[config.mk]
export PLATFORM = sky130hd
export DESIGN_NAME = phased_tag_ctrl
export DESIGN_NICKNAME = d
export VERILOG_FILES = /design/src/rtl/phased_tag_ctrl_pkg.sv /design/src/rtl/phased_tag_ctrl_rr_ptr_bank.sv /design/src/rtl/phased_tag_ctrl.sv
export SDC_FILE = /design/constraint.sdc
export NUM_CORES = 1
export LEC_CHECK = 0
export BUFFER_PORTS_ARGS = -buffer_cell sky130_fd_sc_hd__buf_2
export CORE_MARGIN = 1
export CORE_UTILIZATION = 50
export CTS_BUF_LIST = sky130_fd_sc_hd__clkbuf_16
export DETAILED_ROUTE_END_ITERATION = 10
export GPL_TIMING_DRIVEN = 1
export PLACE_DENSITY = 0.87
export SYNTH_ARGS = -nofsm -noshare
export SYNTH_HDL_FRONTEND = slang
export SYNTH_SLANG_ARGS = --single-unit
[constraint.sdc]
create_clock -name clk -period 2.85 [get_ports clk]
set_input_delay 0.1425 -clock clk [delete_from_list [all_inputs] [get_ports clk]]
set_output_delay 0.1425 -clock clk [all_outputs]
set_load 0.03 [all_outputs]
[src/rtl/phased_tag_ctrl_pkg.sv]
// Shared constants and state encoding for the phased cache tag controller.
package phased_tag_ctrl_pkg;

    localparam int unsigned ADDR_W    = 32;
    localparam int unsigned WAYS_DEF  = 4;
    localparam int unsigned TAG_W_DEF = 26;
    localparam int unsigned SET_W_DEF = 4;

    typedef enum logic [2:0] {
        S_IDLE = 3'd0,
        S_TAG  = 3'd1,
        S_DATA = 3'd2,
        S_MREQ = 3'd3,
        S_FILL = 3'd4,
        S_RESP = 3'd5
    } state_t;

endpackage

[src/rtl/phased_tag_ctrl_rr_ptr_bank.sv]
// Per-set round-robin replacement pointers with one read and one write port.
module rr_ptr_bank #(
    parameter int unsigned SET_W = 4,
    parameter int unsigned PTR_W = 2
) (
    input  logic             clk,
    input  logic             reset,
    input  logic [SET_W-1:0] rd_set,
    output logic [PTR_W-1:0] rd_ptr_c,
    input  logic             wr_en,
    input  logic [SET_W-1:0] wr_set,
    input  logic [PTR_W-1:0] wr_ptr
);

    localparam int unsigned SETS = 1 << SET_W;

    logic [PTR_W-1:0] ptr_q [SETS];

    // Pointer storage: cleared on reset, updated on a fill.
    always_ff @(posedge clk) begin
        if (reset) begin
            for (int i = 0; i < int'(SETS); i++) begin
                ptr_q[i] <= '0;
            end
        end else if (wr_en) begin
            ptr_q[wr_set] <= wr_ptr;
        end
    end

    assign rd_ptr_c = ptr_q[rd_set];

endmodule

[src/rtl/phased_tag_ctrl.sv]
// Phased cache controller: tag compare first, data read only from the hitting way.
module phased_tag_ctrl
    import phased_tag_ctrl_pkg::*;
#(
    parameter int unsigned WAYS  = WAYS_DEF,
    parameter int unsigned TAG_W = TAG_W_DEF,
    parameter int unsigned SET_W = SET_W_DEF
) (
    input  logic                     clk,
    input  logic                     reset,
    input  logic                     req_valid,
    output logic                     req_ready,
    input  logic [ADDR_W-1:0]        req_addr,
    output logic [SET_W-1:0]         set_idx,
    input  logic [WAYS*TAG_W-1:0]    tags_in,
    input  logic [WAYS-1:0]          valid_in,
    output logic                     data_rd_en,
    output logic [$clog2(WAYS)-1:0]  data_way,
    input  logic [ADDR_W-1:0]        data_in,
    output logic [WAYS-1:0]          tag_we,
    output logic [TAG_W-1:0]         tag_wdata,
    output logic                     data_we,
    output logic [ADDR_W-1:0]        data_wdata,
    output logic                     mem_req,
    output logic [ADDR_W-1:0]        mem_addr,
    input  logic                     mem_ack,
    input  logic [ADDR_W-1:0]        mem_rdata,
    output logic                     resp_valid,
    output logic [ADDR_W-1:0]        resp_data,
    output logic                     resp_hit
);

    localparam int unsigned WAY_W = $clog2(WAYS);

    state_t             state;
    logic [TAG_W-1:0]   tag_q;
    logic [WAY_W-1:0]   victim_q;

    logic               hit_c;
    logic [WAY_W-1:0]   hit_way_c;
    logic               inv_found_c;
    logic [WAY_W-1:0]   inv_way_c;
    logic [WAY_W-1:0]   victim_c;
    logic [WAY_W-1:0]   rr_ptr_c;
    logic               rr_we_c;
    logic [WAY_W-1:0]   rr_next_c;

    // Byte offset of a word-aligned address carries no information.
    logic               unused_addr_lsb;
    assign unused_addr_lsb = &{1'b0, req_addr[1:0]};

    // Tag comparator and victim priority encoder; lowest index wins in both.
    always_comb begin
        hit_c       = 1'b0;
        hit_way_c   = '0;
        inv_found_c = 1'b0;
        inv_way_c   = '0;
        for (int w = int'(WAYS) - 1; w >= 0; w--) begin
            if (valid_in[w] && (tags_in[w*TAG_W +: TAG_W] == tag_q)) begin
                hit_c     = 1'b1;
                hit_way_c = WAY_W'(w);
            end
            if (!valid_in[w]) begin
                inv_found_c = 1'b1;
                inv_way_c   = WAY_W'(w);
            end
        end
        victim_c = inv_found_c ? inv_way_c : rr_ptr_c;
    end

    // Round-robin pointer advances past the victim on every fill.
    assign rr_we_c   = (state == S_FILL);
    assign rr_next_c = victim_q + WAY_W'(1);

    rr_ptr_bank #(
        .SET_W (SET_W),
        .PTR_W (WAY_W)
    ) u_rr_ptr_bank (
        .clk      (clk),
        .reset    (reset),
        .rd_set   (set_idx),
        .rd_ptr_c (rr_ptr_c),
        .wr_en    (rr_we_c),
        .wr_set   (set_idx),
        .wr_ptr   (rr_next_c)
    );

    // Sequencer with registered outputs; each output is set on entry to the state that owns it.
    always_ff @(posedge clk) begin
        if (reset) begin
            state      <= S_IDLE;
            req_ready  <= 1'b1;
            set_idx    <= '0;
            tag_q      <= '0;
            victim_q   <= '0;
            data_rd_en <= 1'b0;
            data_way   <= '0;
            tag_we     <= '0;
            tag_wdata  <= '0;
            data_we    <= 1'b0;
            data_wdata <= '0;
            mem_req    <= 1'b0;
            mem_addr   <= '0;
            resp_valid <= 1'b0;
            resp_data  <= '0;
            resp_hit   <= 1'b0;
        end else begin
            case (state)
                S_IDLE: begin
                    if (req_valid && req_ready) begin
                        tag_q     <= req_addr[ADDR_W-1 -: TAG_W];
                        set_idx   <= req_addr[SET_W+1:2];
                        req_ready <= 1'b0;
                        state     <= S_TAG;
                    end
                end
                S_TAG: begin
                    victim_q <= victim_c;
                    if (hit_c) begin
                        data_rd_en <= 1'b1;
                        data_way   <= hit_way_c;
                        state      <= S_DATA;
                    end else begin
                        mem_req  <= 1'b1;
                        mem_addr <= {tag_q, set_idx, 2'b00};
                        state    <= S_MREQ;
                    end
                end
                S_DATA: begin
                    data_rd_en <= 1'b0;
                    resp_data  <= data_in;
                    resp_hit   <= 1'b1;
                    resp_valid <= 1'b1;
                    state      <= S_RESP;
                end
                S_MREQ: begin
                    if (mem_ack) begin
                        mem_req    <= 1'b0;
                        data_wdata <= mem_rdata;
                        resp_data  <= mem_rdata;
                        resp_hit   <= 1'b0;
                        tag_we     <= WAYS'(1) << victim_q;
                        tag_wdata  <= tag_q;
                        data_we    <= 1'b1;
                        data_way   <= victim_q;
                        state      <= S_FILL;
                    end
                end
                S_FILL: begin
                    tag_we     <= '0;
                    data_we    <= 1'b0;
                    resp_valid <= 1'b1;
                    state      <= S_RESP;
                end
                S_RESP: begin
                    resp_valid <= 1'b0;
                    req_ready  <= 1'b1;
                    state      <= S_IDLE;
                end
                default: begin
                    state <= S_IDLE;
                end
            endcase
        end
    end

endmodule

==> results of run 1 <==
==> logic make-up after synthesis <==
kind of cell,Yosys count
other,1
buffers and inverters,111
AO/OA/AOI/OAI,217
flip-flops,203
AND/OR/NAND/NOR,463
multiplexers,12
adder cells (fa/ha/maj),4
XOR/XNOR,104
==> cell type report <==
class                      count  area [um2]  share of cell area (%)
antenna                        2        5.00                  0.0379
clock buffer                  23         576                    4.36
sequential                   203        4390                    33.3
inverter                       6        22.5                   0.171
timing repair buffer         478        3010                    22.8
clock inverter                16        70.1                   0.531
tap                          260         325                    2.47
multi-input combinational    802        4800                    36.4
==> final timing paths <==
| path | depth (start not counted) | from | end |
|---|---|---|---|
| worst max-delay path | 7 | state[0]$_SDFFE_PP0P_ | victim_q[0]$_SDFFE_PP0N_ |
| worst min-delay path | 4 | valid_in[2] | victim_q[1]$_SDFFE_PP0N_ |
| worst max register to register | 7 | state[0]$_SDFFE_PP0P_ | victim_q[0]$_SDFFE_PP0N_ |
| worst min register to register | 2 | data_wdata[17]$_SDFFE_PP0P_ | data_wdata[17]$_SDFFE_PP0P_ |
==> per-layer routing <==
| layer | global-route usage, % | vias to the layer above |
|---|---|---|
| li1 | - | 4589 |
| met1 | 41.1 | 4713 |
| met2 | 57.0 | 605 |
| met3 | 8.07 | 145 |
| met4 | 15.4 | 0 |
| met5 | 0 | - |
==> state kept, by name, summed over array words and instances (netlist names), 2 cells and up, named ones only <==
signal               flops
data_way                 2
data_wdata              32
mem_addr                30
resp_data               32
set_idx                  4
state                    3
tag_q                   26
tag_wdata               26
tag_we                   4
u_rr_ptr_bank.ptr_q     32
victim_q                 2
==> timing repair <==
action / CTS / global route
endpoints found under the setup margin: 0 / 1
gates resized for setup: 0 / 1
hold endpoints to repair: 102 / 0
hold buffers: 103 / 0
==> power groups by stage <==
stage / clock (mW) / sequential (mW) / combinational, mW
finish: 2.61 / 3.45 / 2.34
CTS: 2.66 / 3.43 / 2.28
global route: 2.75 / 3.48 / 2.50
floorplan: 0 / 3.60 / 1.30
global placement: 0 / 3.48 / 2.11
detailed placement: 0 / 3.49 / 2.15
==> stage by stage <==
stage / instance area (um2) / hold slack [ps] / util [%]
after detailed placement: 11500 / 389 / 60.9
after floorplan: 9730 / 244 / -
after global routing: 13200 / 105 / 69.8
after CTS: 13200 / 73.0 / 69.8
after global placement: 11500 / 376 / 60.9
final: 13200 / 87.2 / 69.8
==> worst register-to-register path, cell delays in order (launching register included) <==
cell and delay, ps:
dfxtp_1 590, nor2b_2 320, nand2b_1 310, buf_4 340, nand2_1 90, o21ai_0 80
a311oi_1 250, dlygate4sd3_1 590
==> layout by cell type (no fill, tap or decap), types with 30 or more instances in the layout <==
| cell type | n |
|---|---|
| a21oi_1 | 101 |
| xnor2_1 | 65 |
| a21oi_2 | 30 |
| a311oi_1 | 34 |
| o21ai_1 | 33 |
| xor2_1 | 38 |
| nor2_1 | 66 |
| nand3_2 | 31 |
| buf_4 | 33 |
| edfxtp_1 | 32 |
| buf_2 | 340 |
| nand2_1 | 247 |
| dfxtp_1 | 169 |
| nand3_1 | 39 |
| dlygate4sd3_1 | 103 |
==> qor.txt, run 1 <==
outcome: finished, final reports clean
mapped cell area: 9730 um2
slew of the pin with the lowest slew margin: 980 ps
final std cells w/o fill: 1790
DIE HEIGHT: 142 um
Clock Skews: 7.94 ps
Slew Viols, Final: 0
final worst path period share: 91.6%
total leakage power: 5.48 nW
Final Critical Period: 2610 ps
Fmax achieved: 0.383 GHz
IO Count: 346
Commonest cells post-synth: 247 x nand2_1, 171 x dfxtp_1, 102 x a21oi_1, 68 x nor2_1, 65 x xnor2_1
Netlist cell types: 50
area share of the largest cell type after synthesis: 35.2%
Seq/Total Area, Yosys: 45.1%
H-tree depth: 1
Synth Instances: 1115
Area growth, synth to finish: 35.6%
Clk pwr share: 31.1%
DP HPWL: 23000 um
slack of the critical path: 239 ps
CTS tree: yes
placed insts: 1646
endpoint class of the critical path: flop
DR WL met2: 16600 um
first-pass iteration count of the detailed router: 5
clock slew at reported path FFs: 60 ps
initial DRC count: 826
post-synthesis xor/xnor area fraction: 9.44%
switching part of the total: 34.9%
Req. time, crit path: 3290 ps
Port-buffer cells: 341
post-synthesis compound-gate area fraction: 14.0%
Final #Nets: 1726
vias in the first global route: 9848
Final setup viols: 0
P_sw: 2.93 mW
RSZ-0062 raised after global routing: no
Die Width: 142 um
Synth area leader: dfxtp_1
CTS max path bufs: 3
Global Route Usage Sum: 33.8%
Gate power share: 27.9%
cells along the critical path: nor2b_2 -> nand2b_1 -> buf_4 -> nand2_1 -> o21ai_0 -> a311oi_1 -> dlygate4sd3_1
row count: 50
Adder-Cell Fraction of Synth Area: 0.514%
CTS Sinks: 203
FF+latch count, synth: 203
largest net degree at the start of global routing: 122
Max-slew headroom: 34.7%
ANT nets after route: 0
power density over cell area: 637 nW/um2
Core Box Area: 18900 um2
crit-path max FO: 25
CTS buffer count: 23
RePlAce Congestion: 0.998
Startpoint Class: flop
Max VDD drop: 0.000406 V
grt ovf: 0
Post-synth top flop: dfxtp_1
met3 wire len: 3180 um
Fin Setup TNS: 0 ps
Post-synth EDFFs: 32
Initial Util: 51.5%
CP top delay family: buffers and inverters
max_cap viols: 0
Post-synth ARST share: 0%
CTS root buffer: clkbuf_16
count leader, synth: nand2_1
Reg power frac: 41.0%
Critical path buffers and inverters: 2
Simple-Gate Fraction of Synth Area: 22.4%
P_int: 5.47 mW
largest family of logic cells by synthesized area: simple AND/OR/NAND/NOR gates
share of layout cells above drive strength 1: 32.2%
DRC: 0
vias per cell: 5.62
post-synthesis mux area share: 2.42%
filler cell count: 1419
DRT met1 WL: 13000 um
mean post-synth cell area: 8.73 um2
average wire per standard cell: 19.2 um
vias: 10100
clk_lat worst skew: 500 ps
initial antenna violation count: 1
DP Worst Slack: 334 ps
CP max-delay cell: dfxtp_1
max incr delay on CP: 590 ps
Crit Path Class: reg2reg
Hold Violations, Final: 0
crit path DAT: 3060 ps
first-pass GRT wire length: 52400 um
Hold WC Path Type: in2reg
Top Layer Used: met4
reg2reg setup slack: 240 ps
Tot Pwr: 8.41 mW
Area contributors post-synth: dfxtp_1 35%, edfxtp_1 9.9%, nand2_1 9.5%
full die area: 20000 um2
Routed WL: 34400 um
Warnings, synthesis: 0
Post-CTS Setup Repair Bufs: 0
(Power assumes the default switching activity.)
==> inputs of run 2 (changes only) <==
Clock period 2.85 ns to 2.9 ns, I/O delays scaled along.
==> run 2 against run 1 <==
Against the previous run:
- fmax down 4.0%
- critical path depth unchanged
- critical endpoint unchanged
- largest cell class unchanged
- final cell count up 0.28%
==> qor.txt, run 2 (synthesized netlist as in run 1, its figures left out) <==
Crit Path Class: reg2reg
share of layout cells above drive strength 1: 32.2% (+0.046 points)
vias in the first global route: 9944 (+0.97%)
Fin Setup TNS: 0 ps (unchanged)
power density over cell area: 629 nW/um2 (-1.3%)
DRC: 0 (unchanged)
hold_buf cts: 103 (unchanged)
DP HPWL: 23300 um (+1.2%)
crit path DAT: 3100 ps (+40 ps)
initial antenna violation count: 4 (+3)
Initial Util: 51.5% (unchanged)
Post-CTS Setup Repair Bufs: 0 (unchanged)
Final Critical Period: 2720 ps (+109 ps)
grt ovf: 0 (unchanged)
Final setup viols: 0 (unchanged)
initial DRC count: 987 (+19%)
vias: 10100 (+0.32%)
outcome: finished, final reports clean
Routed WL: 34400 um (-0.11%)
Die Width: 142 um (unchanged)
Fmax achieved: 0.368 GHz (-4.0%)
full die area: 20000 um2 (unchanged)
DP Worst Slack: 328 ps (-5.60 ps)
total leakage power: 5.51 nW (+0.48%)
Final #Nets: 1730 (+0.23%)
IO Count: 346 (unchanged)
Slew Viols, Final: 0 (unchanged)
CTS max path bufs: 3 (unchanged)
Area growth, synth to finish: 36.1%
worst hold slack: 27.2 ps (-60.0 ps)
crit-path max FO: 7 (-72%)
Max-slew headroom: 56.3% (+22 points)
Clock Skews: 8.68 ps (+0.740 ps)
CTS Sinks: 203 (unchanged)
RSZ-0062 raised after global routing: no
clock slew at reported path FFs: 60 ps (about the same)
first-pass GRT wire length: 52100 um (-0.45%)
CTS-repair resized insts: 0 (unchanged)
RePlAce Congestion: 1.04 (+4.5%)
vias per cell: 5.62 (about the same)
cell area after layout: 13200 um2 (+0.36%)
average wire per standard cell: 19.2 um (-0.39%)
clk_lat worst skew: 500 ps (about the same)
row count: 50 (unchanged)
Startpoint Class: flop
CTS tree: yes
Regs by FF count: data_wdata: 32 flops, resp_data: 32 flops, u_rr_ptr_bank.ptr_q: 32 flops
Req. time, crit path: 3280 ps (about the same)
Hold Violations, Final: 0 (unchanged)
slack of the critical path: 180 ps (-58.6 ps)
H-tree depth: 1 (unchanged)
Core Util, Final: 70.1% (+0.25 points)
final worst path period share: 93.8% (+2.2 points)
Max VDD drop: 0.000398 V (-2.0%)
max_cap viols: 0 (unchanged)
Core Box Area: 18900 um2 (unchanged)
Port-buffer cells: 341 (unchanged)
Hold WC Path Type: in2reg
dpl cell area: 11500 um2 (+0.15%)
CTS buffer count: 23 (unchanged)
DIE HEIGHT: 142 um (unchanged)
largest net degree at the start of global routing: 71 (-42%)
endpoint class of the critical path: flop
slew of the pin with the lowest slew margin: 655 ps (-324 ps)
Global Route Usage Sum: 33.5% (-0.31 points)
commonest cells after routing, fill and taps aside: 340 x buf_2, 247 x nand2_1, 170 x dfxtp_1, 103 x dlygate4sd3_1, 101 x a21oi_1
first-pass iteration count of the detailed router: 6 (+1)
ANT nets after route: 0 (unchanged)
most common cell after layout, fill and taps aside: buf_2
CTS root buffer: clkbuf_16
-- run 2: metal layers --
metal  track usage (%)  share of wire, %  vias to the layer above  wire (um)
met4              16.1               5.0                        2       1730
met3              7.32               8.8                      141       3020
met5                 0             0.029                        -         10
li1                  -                 -                     4590          -
met1              40.5                38                     4768      13000
met2              56.8                48                      583      16600
-- run 2: critical path, cell delays in order (launching register included) --
cell and delay, ps:
dfxtp_1 640, mux4_2 570, mux2_2 270, o21ai_0 280, nand2_1 90, nand2_1 80, a311oi_1 80, dlygate4sd3_1 590
-- run 2: worst paths after layout --
path | from | endpoint | slack, ps | cells past startpoint
setup / recovery | flop | victim_q[0]$_SDFFE_PP0N_ | 180 | 7
hold / removal | req_valid | req_ready$_SDFFE_PP1P_ | 30 | 4
setup reg to reg | flop | victim_q[0]$_SDFFE_PP0N_ | 180 | 7
hold reg to reg | resp_valid$_SDFFE_PP0P_ | resp_valid$_SDFFE_PP0P_ | 450 | 2
-- run 2: final cells by class --
type	count	area [um2]
Fill cell	1416	5650
Multi-Input combinational cell	802	4800
Sequential cell	203	4390
Timing Repair Buffer	482	3030
Clock buffer	23	576
Tap cell	260	325
Clock inverter	16	98.8
Inverter	6	22.5
Antenna cell	3	7.51
-- run 2: per-stage QoR --
stage                     power (mW)  instances
after floorplan                 4.81       1116
after global placement          5.49       1650
after detailed placement        5.54       1650
after CTS                       8.29       1792
after global routing            8.63       1795
final                           8.33       1795
-- run 2: report_power, final --
| part | internal [mW] | switching (mW) |
|---|---|---|
| logic | 0.855 | 1.43 |
| registers | 3.10 | 0.294 |
| clock network | 1.52 | 1.13 |
| total | 5.47 | 2.86 |
